`src/rtl/tick_burst_gen_pkg.sv`:
```
`default_nettype none
// ============================================================================
// Module   : tick_burst_gen_pkg
// Purpose  : Shared types and reset constants for the tick burst generator.
//            Holds the control state encoding and the reset values that the
//            configuration registers and the prescaler fall back to.
// Revision : 1.0 - initial release
// ============================================================================
package tick_burst_gen_pkg;

   // Control state: IDLE accepts configuration and waits for start,
   // RUN produces ticks until stopped or the burst completes.
   typedef enum logic [0:0] {
      IDLE = 1'b0,
      RUN  = 1'b1
   } state_t;

   // Reset configuration: divisor 0 and burst 0 means a tick every cycle,
   // continuously, once started.
   localparam int DIV_RST   = 0;
   localparam int BURST_RST = 0;

endpackage : tick_burst_gen_pkg
`default_nettype wire

```
`src/rtl/tick_burst_gen_if.sv`:
```
`default_nettype none
// ============================================================================
// Module   : tick_burst_gen_if
// Purpose  : Bundles the configuration handshake, run control and tick
//            status signals of the tick burst generator.
// Signals  : cfg_valid/cfg_ready/cfg_div/cfg_burst - config handshake
//            start/stop                            - run control (levels)
//            tick/busy/done/ticks_left             - registered status
// Modports : master - the controller driving config and start/stop
//            slave  - the generator itself
// Revision : 1.0 - initial release
// ============================================================================
interface tick_burst_gen_if #(
   parameter int DIV_WIDTH   = 8,
   parameter int BURST_WIDTH = 8
);

   logic                   cfg_valid;
   logic                   cfg_ready;
   logic [DIV_WIDTH-1:0]   cfg_div;
   logic [BURST_WIDTH-1:0] cfg_burst;
   logic                   start;
   logic                   stop;
   logic                   tick;
   logic                   busy;
   logic                   done;
   logic [BURST_WIDTH-1:0] ticks_left;

   modport master (
      output cfg_valid,
      output cfg_div,
      output cfg_burst,
      output start,
      output stop,
      input  cfg_ready,
      input  tick,
      input  busy,
      input  done,
      input  ticks_left
   );

   modport slave (
      input  cfg_valid,
      input  cfg_div,
      input  cfg_burst,
      input  start,
      input  stop,
      output cfg_ready,
      output tick,
      output busy,
      output done,
      output ticks_left
   );

endinterface : tick_burst_gen_if
`default_nettype wire

```
`src/rtl/tick_burst_gen_prescaler.sv`:
```
`default_nettype none
// ============================================================================
// Module   : tick_prescaler
// Purpose  : Divide-by-(div+1) down-counter. Fires a strobe on the cycle the
//            count reaches zero and reloads the divisor on that same edge.
// Ports    : clk   - clock
//            clear - synchronous clear of the count (reset or abort)
//            load  - start of a run: take div as the current count
//            run   - keep counting this cycle
//            div   - divisor / reload value
//            fire  - combinational strobe, a tick is due on the next cycle
// Revision : 1.0 - initial release
// ============================================================================
module tick_prescaler
   import tick_burst_gen_pkg::*;
#(
   parameter int DIV_WIDTH = 8
) (
   input  logic                 clk,
   input  logic                 clear,
   input  logic                 load,
   input  logic                 run,
   input  logic [DIV_WIDTH-1:0] div,
   output logic                 fire
);

   logic [DIV_WIDTH-1:0] pre;
   logic [DIV_WIDTH-1:0] cur;
   logic                 active;

   // The load cycle counts as the first step of the period: the divisor is
   // taken as the current value and decremented on the same edge. That puts
   // the first tick D+1 cycles after the start cycle, and for D=0 it fires
   // straight away so the tick appears in the very first RUN cycle.
   always_comb begin
      active = load || run;
      cur    = load ? div : pre;
      fire   = active && (cur == '0);
   end

   always_ff @(posedge clk) begin
      if (clear) begin
         pre <= DIV_WIDTH'(DIV_RST);
      end else if (active) begin
         pre <= fire ? div : (cur - DIV_WIDTH'(1));
      end
   end

endmodule : tick_prescaler
`default_nettype wire

```
`src/rtl/tick_burst_gen.sv`:
```
`default_nettype none
// ============================================================================
// Module   : tick_burst_gen
// Purpose  : Programmable enable-strobe generator feeding a counter's enable.
//            Produces a single-cycle tick every (div+1) cycles, either
//            continuously (burst = 0) or for a burst of N ticks, with a done
//            pulse on the final tick. Divisor and burst length are loaded
//            through a valid/ready port that is only open while idle.
// Ports    : clk - clock
//            rst - synchronous active-high reset
//            bus - tick_burst_gen_if.slave (config, start/stop, status)
// Revision : 1.0 - initial release
// ============================================================================
module tick_burst_gen
   import tick_burst_gen_pkg::*;
#(
   parameter int DIV_WIDTH   = 8,
   parameter int BURST_WIDTH = 8
) (
   input  logic             clk,
   input  logic             rst,
   tick_burst_gen_if.slave  bus
);

   // -------------------------------------------------------------------------
   // State and registered outputs
   // -------------------------------------------------------------------------
   state_t                 state;
   state_t                 state_nx;

   logic [DIV_WIDTH-1:0]   div_r;
   logic [BURST_WIDTH-1:0] burst_r;

   logic                   tick_r;
   logic                   busy_r;
   logic                   done_r;
   logic [BURST_WIDTH-1:0] rem_r;

   logic                   tick_nx;
   logic                   busy_nx;
   logic                   done_nx;
   logic [BURST_WIDTH-1:0] rem_nx;

   // -------------------------------------------------------------------------
   // Config handshake and effective run parameters
   // -------------------------------------------------------------------------
   logic                   cfg_ready;
   logic                   cfg_hs;
   logic [DIV_WIDTH-1:0]   eff_div;
   logic [BURST_WIDTH-1:0] eff_burst;
   logic [BURST_WIDTH-1:0] rem_cur;

   logic                   load;
   logic                   run;
   logic                   advance;
   logic                   fire;
   logic                   pre_clear;

   assign cfg_ready = (state == IDLE);
   assign cfg_hs    = bus.cfg_valid && cfg_ready;

   // A handshake coinciding with start must take effect for that very run,
   // so the incoming values bypass the config registers. In RUN no handshake
   // can occur and the stored values are used.
   assign eff_div   = cfg_hs ? bus.cfg_div   : div_r;
   assign eff_burst = cfg_hs ? bus.cfg_burst : burst_r;

   // stop has priority over start in IDLE. In RUN, the cycle that carries
   // the done pulse is the last one: no further counting happens in it.
   assign load      = (state == IDLE) && bus.start && !bus.stop;
   assign run       = (state == RUN)  && !bus.stop && !done_r;
   assign advance   = load || run;
   assign pre_clear = rst || bus.stop;

   // Remaining-tick count that this cycle's decision works from: the new
   // burst length on the start edge, the running count otherwise.
   assign rem_cur   = (state == IDLE) ? eff_burst : rem_r;

   // -------------------------------------------------------------------------
   // Prescaler
   // -------------------------------------------------------------------------
   tick_prescaler #(
      .DIV_WIDTH (DIV_WIDTH)
   ) u_prescaler (
      .clk   (clk),
      .clear (pre_clear),
      .load  (load),
      .run   (run),
      .div   (eff_div),
      .fire  (fire)
   );

   // -------------------------------------------------------------------------
   // Next-state and next-output decode
   // -------------------------------------------------------------------------
   always_comb begin
      state_nx = state;
      tick_nx  = 1'b0;
      done_nx  = 1'b0;
      rem_nx   = '0;

      unique case (state)
         IDLE: begin
            if (load) begin
               state_nx = RUN;
            end
         end
         RUN: begin
            if (bus.stop || done_r) begin
               state_nx = IDLE;
            end
         end
         default: begin
            state_nx = IDLE;
         end
      endcase

      if (advance) begin
         rem_nx = rem_cur;
         if (fire) begin
            tick_nx = 1'b1;
            // A zero remaining count means continuous mode: nothing to count.
            if (rem_cur != '0) begin
               rem_nx  = rem_cur - BURST_WIDTH'(1);
               done_nx = (rem_cur == BURST_WIDTH'(1));
            end
         end
      end

      busy_nx = (state_nx == RUN);
   end

   // -------------------------------------------------------------------------
   // State, output and config registers
   // -------------------------------------------------------------------------
   always_ff @(posedge clk) begin
      if (rst) begin
         state   <= IDLE;
         tick_r  <= 1'b0;
         busy_r  <= 1'b0;
         done_r  <= 1'b0;
         rem_r   <= '0;
         div_r   <= DIV_WIDTH'(DIV_RST);
         burst_r <= BURST_WIDTH'(BURST_RST);
      end else begin
         state   <= state_nx;
         tick_r  <= tick_nx;
         busy_r  <= busy_nx;
         done_r  <= done_nx;
         rem_r   <= rem_nx;
         if (cfg_hs) begin
            div_r   <= bus.cfg_div;
            burst_r <= bus.cfg_burst;
         end
      end
   end

   // -------------------------------------------------------------------------
   // Outputs
   // -------------------------------------------------------------------------
   assign bus.cfg_ready  = cfg_ready;
   assign bus.tick       = tick_r;
   assign bus.busy       = busy_r;
   assign bus.done       = done_r;
   assign bus.ticks_left = rem_r;

endmodule : tick_burst_gen
`default_nettype wire

```
`src/flat_wrapper.sv`:
```
// flat-port wrapper written by rule: the top's interface ports become plain ports
module tick_burst_gen_flat import tick_burst_gen_pkg::*;
#(
   parameter int DIV_WIDTH   = 8,
   parameter int BURST_WIDTH = 8
)
  (clk, rst, bus_cfg_valid, bus_cfg_div, bus_cfg_burst, bus_start, bus_stop, bus_cfg_ready, bus_tick, bus_busy, bus_done, bus_ticks_left);
  tick_burst_gen_if #(.DIV_WIDTH(DIV_WIDTH), .BURST_WIDTH(BURST_WIDTH)) bus_i ();
  input  logic clk;
  input  logic rst;
  input wire logic [$bits(bus_i.cfg_valid)-1:0] bus_cfg_valid;
  input wire logic [$bits(bus_i.cfg_div)-1:0] bus_cfg_div;
  input wire logic [$bits(bus_i.cfg_burst)-1:0] bus_cfg_burst;
  input wire logic [$bits(bus_i.start)-1:0] bus_start;
  input wire logic [$bits(bus_i.stop)-1:0] bus_stop;
  output wire logic [$bits(bus_i.cfg_ready)-1:0] bus_cfg_ready;
  output wire logic [$bits(bus_i.tick)-1:0] bus_tick;
  output wire logic [$bits(bus_i.busy)-1:0] bus_busy;
  output wire logic [$bits(bus_i.done)-1:0] bus_done;
  output wire logic [$bits(bus_i.ticks_left)-1:0] bus_ticks_left;
  assign bus_i.cfg_valid = bus_cfg_valid;
  assign bus_i.cfg_div = bus_cfg_div;
  assign bus_i.cfg_burst = bus_cfg_burst;
  assign bus_i.start = bus_start;
  assign bus_i.stop = bus_stop;
  assign bus_cfg_ready = bus_i.cfg_ready;
  assign bus_tick = bus_i.tick;
  assign bus_busy = bus_i.busy;
  assign bus_done = bus_i.done;
  assign bus_ticks_left = bus_i.ticks_left;
  tick_burst_gen #(.DIV_WIDTH(DIV_WIDTH), .BURST_WIDTH(BURST_WIDTH)) u_core (.clk(clk), .rst(rst), .bus(bus_i));
endmodule
```
`config.mk`:
```
export PLATFORM = sky130hd
export DESIGN_NAME = tick_burst_gen_flat
export DESIGN_NICKNAME = d
export VERILOG_FILES = /design/src/rtl/tick_burst_gen_pkg.sv /design/src/rtl/tick_burst_gen_if.sv /design/src/rtl/tick_burst_gen_prescaler.sv /design/src/rtl/tick_burst_gen.sv /design/src/flat_wrapper.sv
export SDC_FILE = /design/constraint.sdc
export NUM_CORES = 1
export LEC_CHECK = 0
export ABC_AREA = 1
export BUFFER_PORTS_ARGS = -buffer_cell sky130_fd_sc_hd__buf_2
export CAP_MARGIN = 5
export CORE_MARGIN = 2
export CORE_UTILIZATION = 38
export CTS_CLUSTER_SIZE = 28
export DETAILED_ROUTE_END_ITERATION = 7
export PLACE_DENSITY_LB_ADDON = 0.08
export SLEW_MARGIN = 20
export SYNTH_ARGS = -nofsm -noshare
export SYNTH_HDL_FRONTEND = slang
export SYNTH_SLANG_ARGS = --single-unit
```
`constraint.sdc`:
```
create_clock -name clk -period 6 [get_ports clk]
set_clock_uncertainty 0.15 [all_clocks]
set_input_delay 0.6 -clock clk [delete_from_list [all_inputs] [get_ports clk]]
set_output_delay 0.6 -clock clk [all_outputs]
set_load 0.01 [all_outputs]
```
==> metrics, run 1 <==
global routing's busiest layer=met1; Final period util=48.1%; row cnt=27; cell family with most CP delay=simple AND/OR/NAND/NOR gates; drt wl/cell=roughly 13 um; CP Class=reg -> reg; layout net count=393; RR Endpoint=u_core.u_prescaler.pre[3]; clk sinks=35; CP endpoint kind=register; setup TNS=0 ns; Pwr per Cell Area=approximately 240 nW/um^2; Area Growth Syn to Fin=11.8%; RSZ-0062 raised after global routing=false; dpl hpwl=roughly 4100 um; Synth area leaders=dfxtp_1, nand2_1, nand3_1, inv_1, a21oi_1; Worst VDD drop=between 0.00009 and 0.0001 V; clock transition at the registers of the reported paths=0.07 ns; depth of the most critical reg-to-reg path=14; vias in the first global route=1,867; Post-route DRC=0; crit path DAT=a little under 3 ns; highest-count cells in the layout ignoring fill and taps=nand2_1, nand3_1, dfxtp_1, inv_1, buf_2; Buf/Inv on CP=3; CP startpoint=u_core.state; Max-Cap Viols=0; die width=approximately 80 um; top-level I/O count=33; gr usage total=a little under a fifth; final hold vios=0; Worst setup SP type=register; final WL=around 5600 um; slowest stage delay, CP=between 0.4 and 0.5 ns; GRT met1 Usage=slightly below 30%; Starting Density=between 30% and 40%; pin count of the biggest net entering global routing=35; Critical Path Stages=14; crit path to=u_core.u_prescaler.pre[3]; netlist area before placement=~2200 um^2; first-pass GRT wire length=9230 um; port buffer count=32; Mapped Cells=340; core area=around 5500 um^2; Worst path slowest cell=dfxtp_1; Setup Buffers After CTS=0; top cell type's share of synthesized area=31.9%; Synth cell types=34; DIE AREA=roughly 6400 um^2; crit-path cells=inv_4, nand2_2, nand2_1, nand3_1, nand2_1, ha_1, nand2_2, nor2_4, nand3_4, clkinv_2, nand2_1, nand3_1, nand2_1, inv_1; status=finished, final reports clean; Tightest Hold Check Type=reg -> reg; min cycle time layout=2.89 ns; Via Count=roughly 2,100; Worst-Skew Late Latency=about 0.28 ns; Detail Route Antenna Nets=0; Seq cells post-synth=35; critical path required time=a little over 6 ns; # fillers=between 600 and 700; sequential share of the synthesized area=a little under a third; Slew @ Worst Pin=~0.59 ns; worst reg2reg setup slack=just over 3 ns; cts hold-fix bufs=0; Die Y=approximately 80 um; worst r2r src=u_core.state; met3 Usage GRT=4.04%; initial antenna violation count=0; Slew headroom=approximately three fifths; Num CTS Buffers=5; routability cong.=0.952; Root Driver=clkbuf_8; H-tree depth=2; Yosys top cell by area=dfxtp_1; Most common cell on crit path=nand2_1; M2 GR Usage=approximately a quarter; final hold slack=between 0.3 and 0.4 ns; crit path max fanout=34; CTS Buffer Depth=2; max-slew violations=0; Post-Syn Area per Cell=roughly 6.5 um^2; share of layout cells above drive strength 1=around 18%; GRT Residual Overflow=0; # diodes=0; drt pass-1 iters=4; Syn Nets=365; Starting DRT DRC Count=just over 90; Yosys warning total=0; # setup viols final=0; most common cell after layout, fill and taps aside=nand2_1; fmax=about 350 MHz; CTS tree=built; post-cts repair resize count=0; LEAKAGE=approximately 1.2 nW; vias per cell=4.78
## layout make-up
class	instances	area (um^2)	area share, %
clock buffers	6	82.6	3.36
well taps	72	90.1	3.67
repair buffers	32	160	6.52
flip-flops and latches	35	701	28.5
multi-input cells	259	1280	52.2
inverters	35	135	5.50
clock inverters	1	5.00	0.204
## where the power goes
part           internal (mW)  switching [mW]  leakage, nW
Clock                 0.0901          0.0839       0.0470
Sequential             0.244         0.00477        0.286
Combinational         0.0558           0.110        0.912
Total                  0.390           0.199         1.25
## metrics by stage
stage	area (um^2)	power, mW	cells	setup WS (ns)	utilization (%)
6_report	2460	0.589	440	3.11	44.4
5_1_grt	2460	0.631	440	2.78	44.4
4_1_cts	2460	0.595	440	3.07	44.4
3_5_place_dp	2370	0.419	433	2.96	42.8
3_3_place_gp	2370	0.421	433	3.06	42.8
2_1_floorplan	2200	0.383	340	3.47	-
## how the worst min path moves through the flow
stage | start | to | depth (start not counted)
CTS | u_core.u_prescaler.pre[4] | u_core.u_prescaler.pre[4] | 2
floorplan | u_core.u_prescaler.pre[1] | u_core.u_prescaler.pre[1] | 2
global placement | u_core.u_prescaler.pre[1] | u_core.u_prescaler.pre[1] | 2
finish | u_core.u_prescaler.pre[4] | u_core.u_prescaler.pre[4] | 2
global route | u_core.u_prescaler.pre[6] | u_core.u_prescaler.pre[6] | 2
detailed placement | u_core.u_prescaler.pre[4] | u_core.u_prescaler.pre[4] | 2
## cell families (layout without fill, tap and decap cells)
kind of cell / Yosys count / after routing / synth area share (%)
AO/OA/AOI/OAI: 31 / 31 / 7.28
flip-flops: 35 / 35 / 31.9
AND/OR/NAND/NOR: 220 / 220 / 47.2
buffers and inverters: 46 / 74 / 9.73
adder cells (fa/ha/maj): 4 / 4 / 2.28
XOR/XNOR: 4 / 4 / 1.59
## flip-flops by register name, indices dropped and copies added, names as in the netlist
signal                  count
u_core.burst_r              8
u_core.bus.ticks_left       8
u_core.div_r                8
u_core.u_prescaler.pre      8
u_core.bus.done             1
u_core.bus.tick             1
u_core.state                1
## worst min-delay path, delay by kind of cell, from the launching register on
| kind | cells | cell delay (ns) |
|---|---|---|
| compound gates | 1 | 0.05 |
| simple gates | 1 | 0.06 |
| flops | 1 | 0.31 |
## per-layer routing
layer	vias to the layer above	part of all wire [%]	wire length, um
met3	6	6.7	371
met5	-	0	0
met1	909	54	2990
met4	0	1.3	70
met2	50	38	2140
li1	1137	-	-
## synth_stat cells, drive strengths merged
cell,n
nand3b,2
nor3,1
nand3,52
inv,34
clkinv,1
nand4,5
a21oi,23
o21bai,1
buf,8
and2,6
dfxtp,35
nand2,120
ha,4
nor2,27
o21ai,6
xnor2,2
or2,7
xor2,2
o211ai,1
clkbuf,3
Note: power is estimated with default switching activity, not from simulation.
==> inputs of run 2 (changes only) <==
==> constraint.sdc (replaced) <==
create_clock -name clk -period 2.5 [get_ports clk]
set_clock_uncertainty 0.15 [all_clocks]
set_input_delay 0.25 -clock clk [delete_from_list [all_inputs] [get_ports clk]]
set_output_delay 0.25 -clock clk [all_outputs]
set_load 0.01 [all_outputs]
==> metrics, run 2 (same netlist as run 1, synthesis figures left out) <==
Critical Path Stages=12 (-2); CP startpoint=u_core.state; # diodes=0 (unchanged); RSZ-0062 raised after global routing=false; port buffer count=32 (unchanged); depth of the most critical reg-to-reg path=12 (-2); Worst path slowest cell=dfxtp_1; status=finished, final reports clean; row cnt=27 (unchanged); Max-Cap Viols=0 (unchanged); Tightest Hold Check Type=in -> reg; initial antenna violation count=0 (unchanged); Via Count=2,150 (+2.3%); vias per cell=4.79 (+0.23%); top-level I/O count=33 (unchanged); clock transition at the registers of the reported paths=0.08 ns (about the same); drt pass-1 iters=4 (unchanged); CTS Buffer Depth=2 (unchanged); worst reg2reg setup slack=0.23 ns (-2.89 ns); Root Driver=clkbuf_8; GRT Residual Overflow=0 (unchanged); Final Power=1.63 mW (+180%); crit path max fanout=11 (-68%); Die Y=80.1 um (unchanged); crit path DAT=2.30 ns (-0.67 ns); CP endpoint kind=register; core area=5540 um^2 (unchanged); pin count of the biggest net entering global routing=21 (-40%); crit-path cells=inv_4, nand2_2, nand2_1, nand3_1, nand2_1, ha_1, nand2_2, nor2_4, nand3_4, buf_4, nand3_1, a21oi_1; most common cell after layout, fill and taps aside=nand2_1; routability cong.=0.897 (-5.8%); critical path required time=2.53 ns (-3.56 ns); clk sinks=35 (unchanged); fin util=46.4% (+2.0 points); vias in the first global route=1,942 (+4.0%); Buf/Inv on CP=2 (-1); cts hold-fix bufs=0 (unchanged); min cycle time layout=2.27 ns (-0.614 ns); LEAKAGE=1.30 nW (+4.4%); cell family with most CP delay=simple AND/OR/NAND/NOR gates; share of layout cells above drive strength 1=19.6% (+2.0 points); Starting DRT DRC Count=131 (+42%); final WL=5750 um (+3.1%); CTS tree=built; Pwr per Cell Area=634 nW/um^2 (+160%); Post-route DRC=0 (unchanged); # setup viols final=0 (unchanged); Starting Density=39.7% (unchanged); Slew @ Worst Pin=0.406 ns (-0.179 ns); first-pass GRT wire length=9540 um (+3.3%); max-slew violations=0 (unchanged); dpl cell area=2420 um^2 (+2.2%); fin area=2570 um^2 (+4.6%); die width=80.1 um (unchanged); layout net count=401 (+2.0%); Detail Route Antenna Nets=0 (unchanged); Worst setup SP type=register; highest-count cells in the layout ignoring fill and taps=nand2_1, nand3_1, dfxtp_1, inv_1, buf_2; DIE AREA=6410 um^2 (unchanged); setup TNS=0 ns (unchanged); gr usage total=19.2% (+0.69 points); fmax=440 MHz (+27%); final hold slack=0.0727 ns (-0.244 ns); slowest stage delay, CP=0.34 ns (-0.08 ns); H-tree depth=2 (unchanged); Area Growth Syn to Fin=16.9%; RR Endpoint=u_core.bus.ticks_left[2]; Worst-Skew Late Latency=0.29 ns (about the same); crit path to=u_core.bus.ticks_left[2]; Slew headroom=72.9% (+12 points); final hold vios=0 (unchanged); worst r2r src=u_core.state; Num CTS Buffers=5 (unchanged); Final period util=91.0% (+43 points); Worst VDD drop=0.000214 V (+130%); dpl hpwl=4490 um (+8.5%); drt wl/cell=12.8 um (+1.1%); CP Class=reg -> reg
-- run 2: cell types whose count changed in the layout (fill, tap and decap cells not counted), sizes merged --
cell      previous run  this run
clkinv               2         0
clkbuf               6         5
clkinvlp             0         1
bufinv               0         2
inv                 34        35
buf                 32        40
-- run 2: report_power, final --
group          internal (mW)  total, mW  switching, mW
registers              0.585      0.595         0.0101
logic                  0.144      0.413          0.269
clock network          0.398      0.622          0.224
-- run 2: worst reg2reg max path, delay by kind of cell, from the launching register on --
family	cells	cell delay, ns
compound gates	1	0.07
buf+inv	2	0.34
flops	1	0.34
fa+ha+maj	1	0.26
simple gates	8	1.03
-- run 2: final cells by class --
| type | instances | area [um^2] |
|---|---|---|
| Clock buffer | 5 | 68.8 |
| Clock inverter | 3 | 67.6 |
| Fill cell | 622 | 2970 |
| Inverter | 35 | 139 |
| Multi-Input combinational cell | 259 | 1280 |
| Sequential cell | 35 | 701 |
| Tap cell | 72 | 90.1 |
| Timing Repair Buffer | 40 | 220 |
-- run 2: stage by stage --
step	std cells	setup WS, ns
floorplan	340	0.214
global placement	440	0.155
detailed placement	440	0.130
CTS	448	0.110
global route	449	0.0362
finish	449	0.226
-- run 2: repair_timing --
item                                    CTS  global route
buffers inserted                          0             1
gates resized for setup                   0             2
endpoints found under the setup margin    0            13
-- run 2: worst min-delay path by stage --
stage / startpoint / endpoint / cells after the start
after floorplan: bus_cfg_burst[7] / u_core.burst_r[7] / 2
after global placement: u_core.burst_r[5] / u_core.burst_r[5] / 2
after detailed placement: u_core.u_prescaler.pre[4] / u_core.u_prescaler.pre[4] / 2
after CTS: bus_cfg_burst[0] / u_core.burst_r[0] / 3
after global routing: bus_cfg_burst[0] / u_core.burst_r[0] / 3
final: bus_cfg_burst[7] / u_core.burst_r[7] / 3
-- run 2: metal layers --
layer / global-route usage, % / vias to the layer above / wire length, um
met1: 30.2 / 945 / 3100
met4: 4.58 / 0 / 50
met2: 26.0 / 50 / 2250
met5: 0 / - / 0
li1: - / 1150 / -
met3: 4.38 / 5 / 349
